===== src/rtl/arbl2dr_disp_rr.sv =====
// Round-robin arbiter merging L2 slice displacement streams onto the directory
// channel, plus the registered dack return path. Optional: ARBL2DR_PERF_EN.
module arbl2dr_disp_rr #(
    parameter int NPORTS  = 2,
    parameter int DW      = 64,
    parameter int AW      = 16,
    parameter int NID_LSB = 3
) (
    input  logic                 clk,
    input  logic                 reset,
    input  logic [NPORTS-1:0]    l2_disp_valid,
    output logic [NPORTS-1:0]    l2_disp_retry,
    input  logic [NPORTS*DW-1:0] l2_disp,
    output logic                 dr_disp_valid,
    input  logic                 dr_disp_retry,
    output logic [DW-1:0]        dr_disp,
    input  logic                 dr_dack_valid,
    output logic                 dr_dack_retry,
    input  logic [AW-1:0]        dr_dack,
    output logic [NPORTS-1:0]    l2_dack_valid,
    input  logic [NPORTS-1:0]    l2_dack_retry,
    output logic [AW-1:0]        l2_dack
`ifdef ARBL2DR_PERF_EN
    ,
    output logic [NPORTS*16-1:0] perf_grant_cnt
`endif
);

    localparam int PW = (NPORTS == 4) ? 2 : 1;

    logic [DW-1:0] slice_data [NPORTS];

    logic          disp_full_q, disp_full_d;
    logic [DW-1:0] disp_data_q, disp_data_d;
    logic [PW-1:0] ptr_q, ptr_d;

    logic          disp_free;
    logic          grant_found;
    logic [PW-1:0] grant_idx;
    logic [PW-1:0] cand;
    logic [DW-1:0] stamped;
    logic          disp_accept;

    logic          dack_full_q, dack_full_d;
    logic [AW-1:0] dack_data_q, dack_data_d;
    logic [PW-1:0] dack_sel_q, dack_sel_d;
    logic          dack_free;
    logic          dack_load;

    genvar gi;
    generate
        for (gi = 0; gi < NPORTS; gi++) begin : g_slice
            assign slice_data[gi]    = l2_disp[gi*DW +: DW];
            assign l2_disp_retry[gi] = l2_disp_valid[gi]
                                     & ~(disp_accept & (grant_idx == PW'(gi)));
        end
    endgenerate

    // Walk from the highest offset down so the last hit is the one closest to ptr.
    always_comb begin
        disp_free   = ~disp_full_q | ~dr_disp_retry;
        grant_found = 1'b0;
        grant_idx   = '0;
        cand        = '0;
        for (int k = NPORTS - 1; k >= 0; k--) begin
            cand = ptr_q + PW'(k);
            if (l2_disp_valid[cand]) begin
                grant_found = 1'b1;
                grant_idx   = cand;
            end
        end
        disp_accept = disp_free & grant_found;

        stamped = slice_data[grant_idx];
        stamped[NID_LSB+1:NID_LSB] = 2'(grant_idx);

        disp_full_d = disp_full_q;
        disp_data_d = disp_data_q;
        ptr_d       = ptr_q;
        if (disp_accept) begin
            disp_full_d = 1'b1;
            disp_data_d = stamped;
            ptr_d       = grant_idx + PW'(1);
        end else if (disp_full_q & ~dr_disp_retry) begin
            disp_full_d = 1'b0;
        end
    end

    always_ff @(posedge clk or posedge reset) begin
        if (reset) begin
            disp_full_q <= 1'b0;
            ptr_q       <= '0;
        end else begin
            disp_full_q <= disp_full_d;
            ptr_q       <= ptr_d;
        end
    end

    always_ff @(posedge clk) begin
        disp_data_q <= disp_data_d;
    end

    assign dr_disp_valid = disp_full_q;
    assign dr_disp       = disp_data_q;

    // Only the slice currently addressed by the held dack can stall it.
    always_comb begin
        dack_free   = ~dack_full_q | ~l2_dack_retry[dack_sel_q];
        dack_load   = dr_dack_valid & dack_free;
        dack_full_d = dack_full_q;
        dack_data_d = dack_data_q;
        dack_sel_d  = dack_sel_q;
        if (dack_load) begin
            dack_full_d = 1'b1;
            dack_data_d = dr_dack;
            dack_sel_d  = dr_dack[NID_LSB +: PW];
        end else if (dack_full_q & ~l2_dack_retry[dack_sel_q]) begin
            dack_full_d = 1'b0;
        end
    end

    always_ff @(posedge clk or posedge reset) begin
        if (reset) begin
            dack_full_q <= 1'b0;
            dack_sel_q  <= '0;
        end else begin
            dack_full_q <= dack_full_d;
            dack_sel_q  <= dack_sel_d;
        end
    end

    always_ff @(posedge clk) begin
        dack_data_q <= dack_data_d;
    end

    assign dr_dack_retry = dr_dack_valid & ~dack_free;
    assign l2_dack_valid = dack_full_q ? (NPORTS'(1) << dack_sel_q) : '0;
    assign l2_dack       = dack_data_q;

`ifdef ARBL2DR_PERF_EN
    logic [15:0] cnt_q [NPORTS];
    logic [15:0] cnt_d [NPORTS];

    generate
        for (gi = 0; gi < NPORTS; gi++) begin : g_perf
            always_comb begin
                cnt_d[gi] = cnt_q[gi];
                if (disp_accept && (grant_idx == PW'(gi)) && (cnt_q[gi] != 16'hFFFF)) begin
                    cnt_d[gi] = cnt_q[gi] + 16'd1;
                end
            end

            always_ff @(posedge clk or posedge reset) begin
                if (reset) begin
                    cnt_q[gi] <= 16'd0;
                end else begin
                    cnt_q[gi] <= cnt_d[gi];
                end
            end

            assign perf_grant_cnt[gi*16 +: 16] = cnt_q[gi];
        end
    endgenerate
`endif

endmodule

===== config.mk =====
export PLATFORM = sky130hd
export DESIGN_NAME = arbl2dr_disp_rr
export DESIGN_NICKNAME = d
export VERILOG_FILES = /design/src/rtl/arbl2dr_disp_rr.sv
export SDC_FILE = /design/constraint.sdc
export NUM_CORES = 1
export LEC_CHECK = 0
export ABC_AREA = 0
export BUFFER_PORTS_ARGS = -buffer_cell sky130_fd_sc_hd__clkbuf_2
export CAP_MARGIN = 20
export CORE_MARGIN = 1.5
export CORE_UTILIZATION = 45
export DETAILED_ROUTE_END_ITERATION = 10
export GPL_TIMING_DRIVEN = 0
export PLACE_DENSITY = 0.85
export SLEW_MARGIN = 20
export SYNTH_ARGS = -nofsm -noshare
export SYNTH_HDL_FRONTEND = slang
export SYNTH_SLANG_ARGS = --single-unit

===== constraint.sdc =====
create_clock -name clk -period 8.2 [get_ports clk]
set_input_delay 1.23 -clock clk [delete_from_list [all_inputs] [get_ports clk]]
set_output_delay 1.23 -clock clk [all_outputs]
set_load 0.05 [all_outputs]

==> results summary, run 1 <==
The number of nets still failing antenna checks after routing is 0. The run finished with clean final reports. In this run the tightest slew margin relative to its limit is 42.08%. Once detailed placement completed, the half-perimeter wirelength came to 6488 microns. The first detailed-routing pass ran for 4 iterations.

The cell with the most instances after synthesis is sky130_fd_sc_hd__edfxtp_1. In this run the most used layer during global routing was met2. The share of final-layout standard cells stronger than drive strength 1 is 75.52%. The cts-stage hold buffer count came out at 0. The setup slack at placement is 4.978 ns. The met1 capacity usage during global routing came out at 19.23%. The clock sink count is 83. For the pin with the worst max-slew slack, the measured transition is 0.8689 ns. The weighted congestion reported at the end of routability-driven placement came out at 0.8149. In this run the deepest clock path goes through 2 buffers. The pin count of the biggest net entering global routing came out at 27. CTS placed an instance of sky130_fd_sc_hd__clkbuf_8 at the clock tree root.

The area enclosed by the die boundary is 0.008574 sq mm. Setup slack closes at 4.963 ns. Yosys printed 0 warnings.

For this run, design rule violations remaining after detail routing come to 0. The worst hold path terminates at ptr_q. The area share of and/or/nand/nor cells after synthesis came out at 2.148%. The share of the synthesized area in compound gates (AO/OA/AOI/OAI) is 1.143%. The count of routing violations after the opening detailed-route iteration is 76. The row count came out at 32. The height of the die is 92.60 microns.

Counting every instance in the synthesized netlist gives 179. In this run, synthesis inferred 79 flip-flops with an integrated enable. The number of diodes is 0. The fraction of synthesized cell area taken by the top area cell type is 65.67%. The number of global-route vias before repair came out at 2454.

The post-synthesis to final-layout area growth is 44.16%. The synthesized design contains 83 register bits. The worst setup path is launched from an input port. The total of endpoints with negative setup slack in the final report came out at 0.

In this run the worst hold path is classified as reg -> reg. The CTS buffer count is 9. The number of endpoints with negative hold slack in the final report is 0. The post-synthesis net count came out at 331. The core area came out at 0.007767 sq mm. The portion of the clock cycle consumed by the worst path in the final layout is 39.48%.

In this run the static leakage power is 2.542 nW. The critical path arrival is 2.01 ns. The combinational family with the most area after synthesis is multiplexers. The total negative setup slack is 0 ns. In the final design database the tool counted 576 nets. The number of vias per cell after detailed routing is 4.646. The insertion delay of the later-clocked pin in the worst-skew pair came out at 0.34 ns.

The number of cells on the worst reg-to-reg path is 2. The overall die width is 92.60 microns. For this design the ratio of total power to cell area is 223.7 mW/mm^2. The proportion of register bits with asynchronous set or reset after synthesis came out at 4.819%. The number of gates resized after CTS was 0.

The number of vias in the routed layout is 2467. Ranked by total cell area, the synthesized netlist is headed by sky130_fd_sc_hd__edfxtp_1, sky130_fd_sc_hd__mux2_4, sky130_fd_sc_hd__dfrtp_1. In this run the critical register-to-register path is launched from dack_sel_q. The I/O pin count is 238. Summed over all layers, the global routing overflow is 0. The initial core utilization is 46.50%.

The type of element capturing the critical path is a primary output. The count of pins over their slew limit is 0. The worst min-delay path startpoint is ptr_q. The overall global routing resource usage came out at 18.52%. The cell type with the highest aggregate area in the netlist is sky130_fd_sc_hd__edfxtp_1. Across the VDD grid, the largest voltage drop is 0.1202 mV. For this run, the top clock speed supported by timing is 308.9 MHz. By startpoint and endpoint, the worst setup path is classified as in -> out. CTS built an H-tree with a depth of 3. The post-detailed-route wirelength per cell came out at 15.13 microns.

In the global route stage, met3 resource usage came out at 6.076%. The count of port buffers added during placement is 232. The minimum setup slack among reg-to-reg paths came out at 6.36 ns. The parity-gate share of the synthesized area counting xor and xnor cells is 0%. The initial antenna violation count came out at 0. The number of library cell types mapped by synthesis is 19.

At the worst endpoint, the required time is 6.97 ns. Among all flip-flop cells after synthesis, the most frequent one is sky130_fd_sc_hd__edfxtp_1. The average size of a mapped cell came out at 20.18 sq um. In the global route stage, met2 resource usage came out at 33.82%. The hold-critical path depth is 1. Summing the areas of all fa, ha and maj instances in the mapped netlist gives 0% of the synthesized area. Setup repair after global routing left no endpoint under its margin. Summed over all layers, the routed wires come to 8033 microns. The time the final worst path needs with I/O delays and setup is 3.237 ns. The number of setup buffers added after CTS came out at 0. The number of max-cap violations came out at 0.

The clock-pin slew reported for the worst setup and hold paths after clock tree synthesis is 0.08 ns. The endpoint identified for the worst register-to-register timing path is l2_dack[1]. The highest fanout seen on the critical path came out at 5. In the synthesized netlist, mux cells make up 25.77% of the area. Between clock sinks in the finished design, the worst skew comes to 0.01190 ns. The first global-routing pass estimated 11740 microns of wire. The sequential fraction of the synthesis area came out at 68.44%.

The fill cell total of the finished layout is 561. After synthesis the cells add up to 0.003612 sq mm. TritonCTS built the clock tree. Counting instances in the post-synthesis netlist gives the leading cell types as sky130_fd_sc_hd__edfxtp_1, sky130_fd_sc_hd__mux2_4, sky130_fd_sc_hd__buf_6, sky130_fd_sc_hd__nand2_1.
[worst max-delay path, stage by stage]
cell                       delay (ns)
sky130_fd_sc_hd__clkbuf_2        0.11
sky130_fd_sc_hd__nand2_1         0.12
sky130_fd_sc_hd__a21boi_0        0.23
sky130_fd_sc_hd__clkbuf_2        0.31
[registers in the layout (all words and copies together) (netlist names)]
register / flops
dack_full_q: 1
ptr_q: 1
l2_dack: 16
dr_disp_valid: 1
dack_sel_q: 1
dr_disp: 63
[power by group]
group          internal (mW)  leakage [nW]  switching (mW)
clock                  0.189         0.116           0.140
sequential             0.512         0.804          0.0122
combinational          0.113          1.62           0.198
total                  0.815          2.54           0.350
[per-layer routing]
layer / vias to the layer above / wire length [microns]
met2: 152 / 4274
met4: 0 / 146
met3: 11 / 786
li1: 1175 / -
met1: 1129 / 2826
met5: - / 0
[how the worst max path moves through the flow]
stage,from,endpoint,slack (ns)
after floorplan,l2_disp_valid[0],dr_disp[0],3.36
after global routing,dr_disp_retry,l2_disp_retry[0],4.92
after detailed placement,dr_disp_retry,l2_disp_retry[1],4.98
final,dr_disp_retry,l2_disp_retry[1],4.96
after CTS,dr_disp_retry,l2_disp_retry[1],4.98
after global placement,l2_disp_valid[1],dr_disp[37],2.06
[cell families (layout without fill, tap and decap cells)]
kind of cell / after synthesis / after routing
compound gates: 7 / 7
buf+inv: 10 / 260
flops: 83 / 83
mux: 63 / 63
other cells: 1 / 1
simple gates: 15 / 15
[cell type report]
| type | instances | area [sq um] | area share [%] |
|---|---|---|---|
| Buffer | 7 | 75.07 | 1.442 |
| Clock buffer | 11 | 151.4 | 2.907 |
| Clock inverter | 5 | 85.08 | 1.634 |
| Inverter | 3 | 11.26 | 0.2162 |
| Multi-Input combinational cell | 86 | 1069 | 20.52 |
| Sequential cell | 83 | 2472 | 47.48 |
| Tap cell | 102 | 127.6 | 2.451 |
| Timing Repair Buffer | 234 | 1216 | 23.35 |
[stage by stage]
stage / total power [mW] / utilization, % / cells / area [sq um] / hold slack [ns]
CTS: 1.177 / 67.04 / 531 / 5207 / 0.5153
detailed placement: 0.8478 / 64.00 / 515 / 4971 / 0.5038
finish: 1.165 / 67.04 / 531 / 5207 / 0.5128
global route: 1.210 / 67.04 / 531 / 5207 / 0.5691
floorplan: 0.7612 / - / 179 / 3612 / 0.4633
global placement: 0.8371 / 63.10 / 513 / 4901 / 0.4811
[cell usage in the layout (no fill, tap or decap), types with 3 or more instances in the layout]
master,count
sky130_fd_sc_hd__mux2_2,4
sky130_fd_sc_hd__clkbuf_2,232
sky130_fd_sc_hd__clkbuf_8,11
sky130_fd_sc_hd__inv_1,3
sky130_fd_sc_hd__edfxtp_1,79
sky130_fd_sc_hd__dfrtp_1,4
sky130_fd_sc_hd__nand2_1,6
sky130_fd_sc_hd__nand3_1,3
sky130_fd_sc_hd__mux2_4,59
sky130_fd_sc_hd__buf_6,6
Power figures use the tool's default switching activity.
==> inputs of run 2 (changes only) <==
Settings changed: CORE_UTILIZATION 45 to 42, PLACE_DENSITY 0.85 to 0.8.
Clock period 8.2 ns to 3.1 ns, I/O delays scaled along.
==> results summary, run 2 (synthesis gave the netlist of run 1 again) <==
The total grt overflow is 0 (unchanged). The worst hold slack across all endpoints is 0.2927 ns (was 0.5128 ns). The commonest non-fill, non-tap cell in the layout was sky130_fd_sc_hd__clkbuf_2 (unchanged). The number of diodes is 0 (unchanged).

The maximum achievable frequency came out at 509.5 MHz. The cts-stage hold buffer count came out at 1 (was 0). The number of gates resized after CTS was 0 (unchanged). The fill cell total of the finished layout came out at 634 (was 561). The setup slack at placement came out at 1.204 ns (was 4.978 ns).

The final design utilization is 62.88% (was 67.04%). The number of vias per cell after detailed routing came out at 4.560 (was 4.646). The tightest slew margin relative to the limit is 43.37% (was 42.08%). The count of port buffers added during placement is 232 (unchanged). The post-detailed-route wirelength per cell is 15.19 microns (was 15.13 microns). The CTS buffer count is 9 (unchanged). The launch instance of the worst register-to-register path is dack_sel_q (unchanged). The peak per-stage delay on the critical path is 0.42 ns (was 0.31 ns). The type of element capturing the critical path is a primary output (unchanged).

The post-synthesis to final-layout area growth was 43.75% (was 44.16%). The post-route clock skew is 0.01065 ns (was 0.01190 ns). The gate family responsible for the most delay along the worst path is flip-flops (was buffers and inverters).

The power density over cell area came out at 573.0 mW/mm^2 (was 223.7 mW/mm^2). The transition time at the pin with the least slew margin came out at 0.8494 ns (was 0.8689 ns). The initial core utilization is 43.74% (was 46.50%). The nature of the critical path startpoint is a register (was input port). The H-tree depth came out at 3 (unchanged). The end point of the most critical hold path is l2_dack[0] (was ptr_q). The class of the tightest hold or removal check is in -> reg (was reg -> reg).

The weighted congestion reported at the end of routability-driven placement was 0.8153 (was 0.8149). The clock tree from TritonCTS is built (unchanged). The wire length after detailed routing came out at 8140 microns (was 8033 microns). The overall global routing resource usage is 16.77% (was 18.52%).

The clock sink count came to 83 (unchanged). The number of setup buffers added after CTS is 0 (unchanged). The I/O pin count is 238 (unchanged). The number of endpoints with negative hold slack in the final report is 0 (unchanged). The hold-critical path depth came out at 1 (unchanged). The area enclosed by the die boundary came out at 0.009166 sq mm (was 0.008574 sq mm). The minimum setup slack among reg-to-reg paths came out at 1.27 ns (was 6.36 ns). The number of flip-flops in the largest register is 63 (unchanged). The portion of the clock cycle consumed by the worst path in the final layout came out at 63.31%.

The time the final worst path needs with I/O delays and setup came out at 1.963 ns. The reg-to-reg critical path endpoint is l2_dack[12] (was l2_dack[1]). The setup slack of the critical path after layout is 1.137 ns (was 4.963 ns). The library cell contributing the largest single delay on the critical path is sky130_fd_sc_hd__dfrtp_1 (was sky130_fd_sc_hd__clkbuf_2).

Status: finished, final reports clean (unchanged). The number of cells on the worst reg-to-reg path is 2 (unchanged). The height of the die is 95.74 microns (was 92.60 microns). The number of global-route vias before repair is 2351 (was 2454). The number of buffers and inverters on the critical path is 1 (was 2).

The reported leakage power came to 2.534 nW (was 2.542 nW). Cell breakdown of the critical path: mux2_2 > nand2_1 > nor2_1 > clkbuf_2 (was clkbuf_2 > nand2_1 > a21boi_0 > clkbuf_2). The first-pass GRT wire length is 11140 microns (was 11740 microns).

The total of endpoints with negative setup slack in the final report came out at 0 (unchanged). The pin count of the biggest net entering global routing is 26 (was 27). The highest fanout seen on the critical path is 5 (unchanged). The critical path arrival came out at 1.50 ns (was 2.01 ns).

The class of the most critical setup path was reg -> out (was in -> out). The share of final-layout standard cells stronger than drive strength 1 was 75.17% (was 75.52%). The count of routing violations after the opening detailed-route iteration is 41 (was 76). The overall die width is 95.74 microns (was 92.60 microns).

The core area is 0.008258 sq mm (was 0.007767 sq mm). The initial antenna violation count came out at 0 (unchanged). The maximum root-to-sink buffer count is 2 (unchanged). The count of pins over their slew limit was 0 (unchanged). The area taken by flip-flops and latches came out at 0.002472 sq mm (unchanged). The final-stage net count was 578 (was 576). The number of vias in the routed layout came out at 2444 (was 2467). RSZ-0062 raised after global routing: false (unchanged).

The final routed DRC violation total is 0 (unchanged). The number of nets still failing antenna checks after routing came out at 0 (unchanged). Highest-count cells in the layout ignoring fill and taps: sky130_fd_sc_hd__clkbuf_2, sky130_fd_sc_hd__edfxtp_1, sky130_fd_sc_hd__mux2_4 (unchanged).

The number of max-cap violations came to 0 (unchanged). The clock-pin slew reported for the worst setup and hold paths after clock tree synthesis is 0.09 ns (was 0.08 ns). The data required time at the worst endpoint came out at 2.63 ns (was 6.97 ns). The row count is 33 (was 32). The multi-input logic area came out at 0.001069 sq mm (unchanged).

The maximum vdd ir drop is 0.2766 mV (was 0.1202 mV). The worst min-delay path startpoint is dr_dack[0] (was ptr_q). The HPWL after detailed placement came out at 6617 microns (was 6488 microns).

The detailed-routing iteration count for the pre-antenna-repair pass was 5 (was 4). The insertion delay of the later-clocked pin in the worst-skew pair is 0.34 ns (about the same). The root buffer cell is sky130_fd_sc_hd__clkbuf_8 (unchanged).
-- run 2: where the power goes --
part / switching [mW] / internal, mW / leakage, nW / total [mW]
combinational: 0.525 / 0.303 / 1.63 / 0.828
clock: 0.386 / 0.374 / 0.0966 / 0.760
sequential: 0.0326 / 1.35 / 0.804 / 1.39
-- run 2: area by class of cell --
class,count,share of cell area [%]
inverter,3,0.2169
tap,105,2.530
sequential,83,47.61
buffer,7,1.446
timing repair buffer,236,23.90
clock inverter,6,1.253
multi-input combinational,86,20.58
clock buffer,10,2.458
-- run 2: worst max-delay path by stage --
stage,endpoint,depth (start not counted),from,slack (ns)
floorplan,dr_disp[0],1,dr_disp_valid,0.28
global placement,dr_disp[56],2,dr_disp_retry,-0.44
CTS,dr_dack_retry,4,dack_sel_q,1.12
global route,dr_dack_retry,4,dack_sel_q,1.03
finish,dr_dack_retry,4,dack_sel_q,1.14
detailed placement,l2_dack[12],3,l2_dack_retry[1],1.20
-- run 2: routing by layer --
layer	track usage [%]	part of all wire, %	vias to the layer above
li1	-	-	1180
met1	17.35	36	1123
met2	31.75	55	132
met3	4.344	8.5	9
met4	6.863	1.3	0
met5	0	0	-
-- run 2: per-stage QoR --
| stage | TNS [ns] | power [mW] | cells | cell area, sq um |
|---|---|---|---|---|
| 2_1_floorplan | 0 | 2.011 | 179 | 3616 |
| 3_3_place_gp | -27.41 | 2.212 | 516 | 4908 |
| 3_5_place_dp | 0 | 2.247 | 519 | 4990 |
| 4_1_cts | 0 | 3.004 | 536 | 5192 |
| 5_1_grt | 0 | 3.085 | 536 | 5192 |
| 6_report | 0 | 2.975 | 536 | 5192 |
